==> config.mk <==
export PLATFORM = sky130hd
export DESIGN_NAME = wb_burst_master
export DESIGN_NICKNAME = d
export VERILOG_FILES = /design/src/rtl/wb_burst_master.sv
export SDC_FILE = /design/constraint.sdc
export NUM_CORES = 1
export LEC_CHECK = 0
export CAP_MARGIN = 20
export CORE_MARGIN = 10
export CORE_UTILIZATION = 34
export DETAILED_ROUTE_END_ITERATION = 7
export PLACE_DENSITY = 0.69
export SYNTH_ARGS = -nofsm -noshare
export SYNTH_HDL_FRONTEND = slang
export SYNTH_SLANG_ARGS = --single-unit
==> constraint.sdc <==
create_clock -name sys_clk -period 3.3 [get_ports sys_clk]
set_input_delay 0.495 -clock sys_clk [delete_from_list [all_inputs] [get_ports sys_clk]]
set_output_delay 0.495 -clock sys_clk [all_outputs]
set_load 0.02 [all_outputs]
==> src/rtl/wb_burst_master.sv <==
// Wishbone incrementing-burst master: turns (addr, len, we) commands into cti 010/111 bursts.
// Optional ack-wait timeout with err output when WB_BURST_MASTER_TIMEOUT_EN is defined.
module wb_burst_master #(
  parameter int unsigned APP_AW      = 26,
  parameter int unsigned dw          = 32,
  parameter int unsigned LEN_W       = 8,
  parameter int unsigned TIMEOUT_CYC = 255
) (
  input  logic              sys_clk,
  input  logic              wb_rst_i,
  input  logic              sdr_init_done,
  input  logic              cmd_valid,
  output logic              cmd_ready,
  input  logic              cmd_we,
  input  logic [APP_AW-1:0] cmd_addr,
  input  logic [LEN_W-1:0]  cmd_len,
  input  logic [dw-1:0]     wr_data,
  input  logic              wr_valid,
  output logic              wr_ready,
  output logic [dw-1:0]     rd_data,
  output logic              rd_valid,
  output logic              busy,
  output logic              done,
`ifdef WB_BURST_MASTER_TIMEOUT_EN
  output logic              err,
`endif
  output logic              wb_cyc_o,
  output logic              wb_stb_o,
  output logic              wb_we_o,
  output logic [2:0]        wb_cti_o,
  output logic [dw/8-1:0]   wb_sel_o,
  output logic [APP_AW-1:0] wb_addr_o,
  output logic [dw-1:0]     wb_dat_o,
  input  logic [dw-1:0]     wb_dat_i,
  input  logic              wb_ack_i
);

  localparam int unsigned        BPW       = dw / 8;
  localparam logic [APP_AW-1:0]  ADDR_STEP = APP_AW'(BPW);
  localparam logic [APP_AW-1:0]  ADDR_MASK = APP_AW'(BPW - 1);

  typedef enum logic [1:0] {S_IDLE, S_RD, S_WR, S_DONE} state_t;

  state_t              state, state_nxt;
  logic [APP_AW-1:0]   addr_q;
  logic [LEN_W-1:0]    cnt_q;
  logic [dw-1:0]       hold_q;
  logic                hold_full;
  logic [dw-1:0]       rd_data_q;
  logic                rd_valid_q;
  logic                accept;
  logic                beat_ack;
  logic                last_beat;
  logic                timeout_hit;

  assign last_beat = (cnt_q == '0);
  assign accept    = cmd_valid && cmd_ready;
  assign beat_ack  = wb_stb_o && wb_ack_i;

  assign wb_sel_o  = '1;
  assign wb_addr_o = addr_q;
  assign wb_dat_o  = hold_q;
  assign rd_data   = rd_data_q;
  assign rd_valid  = rd_valid_q;
  assign busy      = (state != S_IDLE);

  always_ff @(posedge sys_clk or posedge wb_rst_i) begin
    if (wb_rst_i) state <= S_IDLE;
    else          state <= state_nxt;
  end

  always_comb begin
    state_nxt = state;
    cmd_ready = 1'b0;
    wr_ready  = 1'b0;
    done      = 1'b0;
    wb_cyc_o  = 1'b0;
    wb_stb_o  = 1'b0;
    wb_we_o   = 1'b0;
    wb_cti_o  = 3'b000;
    case (state)
      S_IDLE: begin
        // Gated by reset so every output reads 0 while reset is held.
        cmd_ready = sdr_init_done && !wb_rst_i;
        if (cmd_valid && cmd_ready) state_nxt = cmd_we ? S_WR : S_RD;
      end
      S_RD: begin
        wb_cyc_o = 1'b1;
        wb_stb_o = 1'b1;
        wb_cti_o = last_beat ? 3'b111 : 3'b010;
        if (wb_ack_i && last_beat) state_nxt = S_DONE;
      end
      S_WR: begin
        wb_cyc_o = 1'b1;
        wb_we_o  = 1'b1;
        wb_stb_o = hold_full;
        // A master wait state keeps cti at 010 even before the last word.
        wb_cti_o = (hold_full && last_beat) ? 3'b111 : 3'b010;
        wr_ready = !hold_full || (wb_ack_i && !last_beat);
        if (hold_full && wb_ack_i && last_beat) state_nxt = S_DONE;
      end
      S_DONE: begin
        done      = 1'b1;
        state_nxt = S_IDLE;
      end
      default: state_nxt = S_IDLE;
    endcase
    if (timeout_hit) state_nxt = S_DONE;
  end

  always_ff @(posedge sys_clk or posedge wb_rst_i) begin
    if (wb_rst_i) begin
      addr_q     <= '0;
      cnt_q      <= '0;
      hold_q     <= '0;
      hold_full  <= 1'b0;
      rd_data_q  <= '0;
      rd_valid_q <= 1'b0;
    end else begin
      rd_valid_q <= 1'b0;
      if (state == S_IDLE) begin
        if (accept) begin
          addr_q    <= cmd_addr & ~ADDR_MASK;
          cnt_q     <= cmd_len;
          hold_full <= 1'b0;
        end
      end else begin
        if (beat_ack) begin
          addr_q <= addr_q + ADDR_STEP;
          if (!last_beat) cnt_q <= cnt_q - LEN_W'(1);
        end
        if (state == S_RD && beat_ack) begin
          rd_data_q  <= wb_dat_i;
          rd_valid_q <= 1'b1;
        end
        if (state == S_WR) begin
          if (wr_valid && wr_ready) begin
            hold_q    <= wr_data;
            hold_full <= 1'b1;
          end else if (beat_ack) begin
            hold_full <= 1'b0;
          end
        end
        if (timeout_hit) hold_full <= 1'b0;
      end
    end
  end

`ifdef WB_BURST_MASTER_TIMEOUT_EN
  localparam int unsigned TW = $clog2(TIMEOUT_CYC + 1);

  logic [TW-1:0] to_cnt;
  logic          err_q;

  // Fires on the stall cycle whose edge would bring the count to TIMEOUT_CYC.
  assign timeout_hit = wb_stb_o && !wb_ack_i && (to_cnt == TW'(TIMEOUT_CYC - 1));
  assign err         = err_q;

  always_ff @(posedge sys_clk or posedge wb_rst_i) begin
    if (wb_rst_i) begin
      to_cnt <= '0;
      err_q  <= 1'b0;
    end else begin
      err_q <= timeout_hit;
      if (timeout_hit || accept || beat_ack) to_cnt <= '0;
      else if (wb_stb_o)                     to_cnt <= to_cnt + TW'(1);
    end
  end
`else
  assign timeout_hit = 1'b0;
`endif

endmodule

==> flow_summary.toml <==
[logic_synthesis]
yosysTopAreaCellShare_pct = 51.09
synth_area_leaders = "dfrtp_1 51%, mux2_2 14%, o21ai_0 3.1%"
syn_area_per_cell_sq_um = 11.58
ys_warn_count = 0
synth_top_flop_cell = "dfrtp_1"
synth-seq-area-share_pct = 51.09
ys_ff_latch = 100
synth_edf_count = 0
synth_cells = 423
synth.distinct_cells = 65
synth_area_sq_um = 4898
yosysTopAreaCell = "dfrtp_1"
synthTopCellsByCount = "100 x dfrtp_1, 63 x mux2_2, 30 x o21ai_0, 25 x a21oi_1, 20 x nand2_1"
async_flop_share_pct = 100.0
synth_most_common_cell = "dfrtp_1"

[sta]
worstMarginPinSlew_ns = 0.7890
fmax_ghz = 0.3458
final_hold_viol_count = 0
maxSlewHeadroom_pct = 47.40
setup_violations = 0
clock-skew-final_ns = 0.007607
rsz0062_at_grt = "false"
min_period_ns = 2.891
holdWs_ns = 0.5059
slew_viol_final = 0
finalSetupTns_ns = 0
min_period_over_period_pct = 87.62

[clock_network]
cts_tree = "done"
worst_skew_pair.late_latency_ns = 0.34
holdBufCountCts = 0
root_buffer = "clkbuf_16"
cts_buffers = 9
clk_pin_slew_ns = 0.07
cts_sinks = 100
h-tree-depth = 3
cts_resized = 0
clockBufferDepth = 2
postCtsSetupBuffers = 0

[detailed_routing]
drtPass1Iterations = 4
drt-initial-drc-count = 261
wl_microns = 14940
drt-wirelength-per-cell_microns = 18.70
vias = 4103
drc_errors = 0
via_per_inst = 5.135
antenna_left = 0

[global_routing]
grt_usage_pct = 14.48
grt_pass1_wl_microns = 23420
grt_pass1_vias = 4197
grt_overflow_total = 0
antenna_found_initial = 0
grt_start_max_net_pins = 62

[hold_path]
holdCritPathClass = "reg -> reg"

[critical_path]
cp_slowest_stage_delay_ns = 0.56
critPathLaunchType = "flop"
path_max_fanout = 43
crit_buf_inv = 4
slowest_stage = "clkdlybuf4s50_1"
worstSetupPathType = "reg -> out"
cp.arrival_ns = 2.40
crit_required_ns = 2.80
critPathTopFamily = "buffers and inverters"
end_kind = "output pin"
crit_top_cell = "inv_1"
crit_chain = "inv_1, ha_2, buf_4, inv_1, clkdlybuf4s50_1"

[floorplanning]
initial_core_util_pct = 35.02
rows = 43
coreArea_sq_um = 13990
die_h_microns = 140.0
die_area_sq_um = 19610
die_w_microns = 140.0
io_pins = 210

[place]
hpwl_microns = 11300
gp_congestion = 0.7989
portBuffers = 201

[layout]
layout-drive-gt1-share_pct = 16.32
area.growth.synth_to_final_pct = 48.15
antennaDiodeCount = 0
finalNetCount = 727
fill_cells = 1245
post-route-util_pct = 51.88

[run]
drv_cap = 0

[outcome]
status = "finished, final reports clean"

[pwr]
peakVddDrop_v = 0.0005816
p_per_area_nw_per_um2 = 927.5
leakage_nw = 3.014
design_power_total_mw = 6.731
[routing by layer]
metal / global-route usage, % / vias to the layer above / routed length, microns / share of wire (%)
met3: 4.699 / 13 / 1061 / 7.1
met5: 0 / - / 0 / 0
met1: 17.52 / 2003 / 6290 / 42
li1: - / 1932 / - / -
met2: 24.18 / 155 / 7410 / 50
met4: 3.859 / 0 / 178 / 1.2
[path summary, 6_finish.rpt]
check                           cells past startpoint  slack (ns)                   start                         to
worst min-delay path                                1        0.51  rd_data[2]$_DFFE_PP0P_     rd_data[2]$_DFFE_PP0P_
worst max register to register                      7        0.75    state[1]$_DFFE_PP0P_  wb_addr_o[15]$_DFFE_PP0P_
worst min register to register                      1        0.51  rd_data[2]$_DFFE_PP0P_     rd_data[2]$_DFFE_PP0P_
min in group asynchronous                           3        0.82                wb_rst_i       cnt_q[3]$_DFFE_PP0P_
max in group asynchronous                           4        1.45                wb_rst_i    rd_data[26]$_DFFE_PP0P_
worst max-delay path                                5        0.41    state[1]$_DFFE_PP0P_                       busy
[flip-flops by register name, indices dropped and copies added (netlist names)]
register / count
rd_data: 32
cnt_q: 8
hold_full: 1
wb_addr_o: 24
state: 2
wb_dat_o: 32
rd_valid: 1
[cells in the final DEF (no fill, tap or decap), drive strengths merged, types with 3 or more instances in the layout]
cell,Yosys,final
a21oi,27,27
clkinv,0,4
and3,3,3
clkdlybuf4s50,0,201
a211oi,3,3
conb,2,6
dfrtp,100,100
a22oi,5,5
nor4,6,6
a311oi,3,3
a31oi,3,3
buf,20,5
mux2i,7,7
a31o,3,3
nor3,11,11
mux2,64,64
nand2,20,20
nor2,19,19
a211o,3,3
clkbuf,10,11
and2,4,4
ha,8,8
o21ai,32,32
nand4,10,10
inv,11,11
nand3,16,16
[cells by family after synthesis]
group                    count (synthesis)  synth area share [%]
buffers and inverters                   41                 5.261
other                                    2                0.1533
AND/OR/NAND/NOR                        102                 12.29
multiplexers                            71                 16.14
AO/OA/AOI/OAI                           99                 13.03
adder cells (fa/ha/maj)                  8                 2.044
flip-flops                             100                 51.09
[per-stage QoR]
stage	worst slack [ns]	instances	cell area (sq um)
final	0.4085	799	7257
after global routing	0.2407	799	7257
after CTS	0.4008	799	7257
after detailed placement	0.6899	783	6978
after global placement	0.7472	783	6978
after floorplan	0.2762	427	4917
[power by group]
part	switching, mW	total (mW)	internal [mW]
clock network	0.477	1.01	0.536
logic	1.81	3.53	1.72
registers	0.422	2.19	1.76
[final cells by class]
cell class | instances | area [sq um] | share of cell area, %
inverters | 11 | 45.04 | 0.6207
clock buffers | 11 | 242.7 | 3.345
repair buffers | 206 | 2049 | 28.24
flip-flops and latches | 100 | 2502 | 34.48
clock inverters | 5 | 36.28 | 0.5000
well taps | 180 | 225.2 | 3.103
multi-input cells | 286 | 2156 | 29.71
Note: power is estimated with default switching activity, not from simulation.
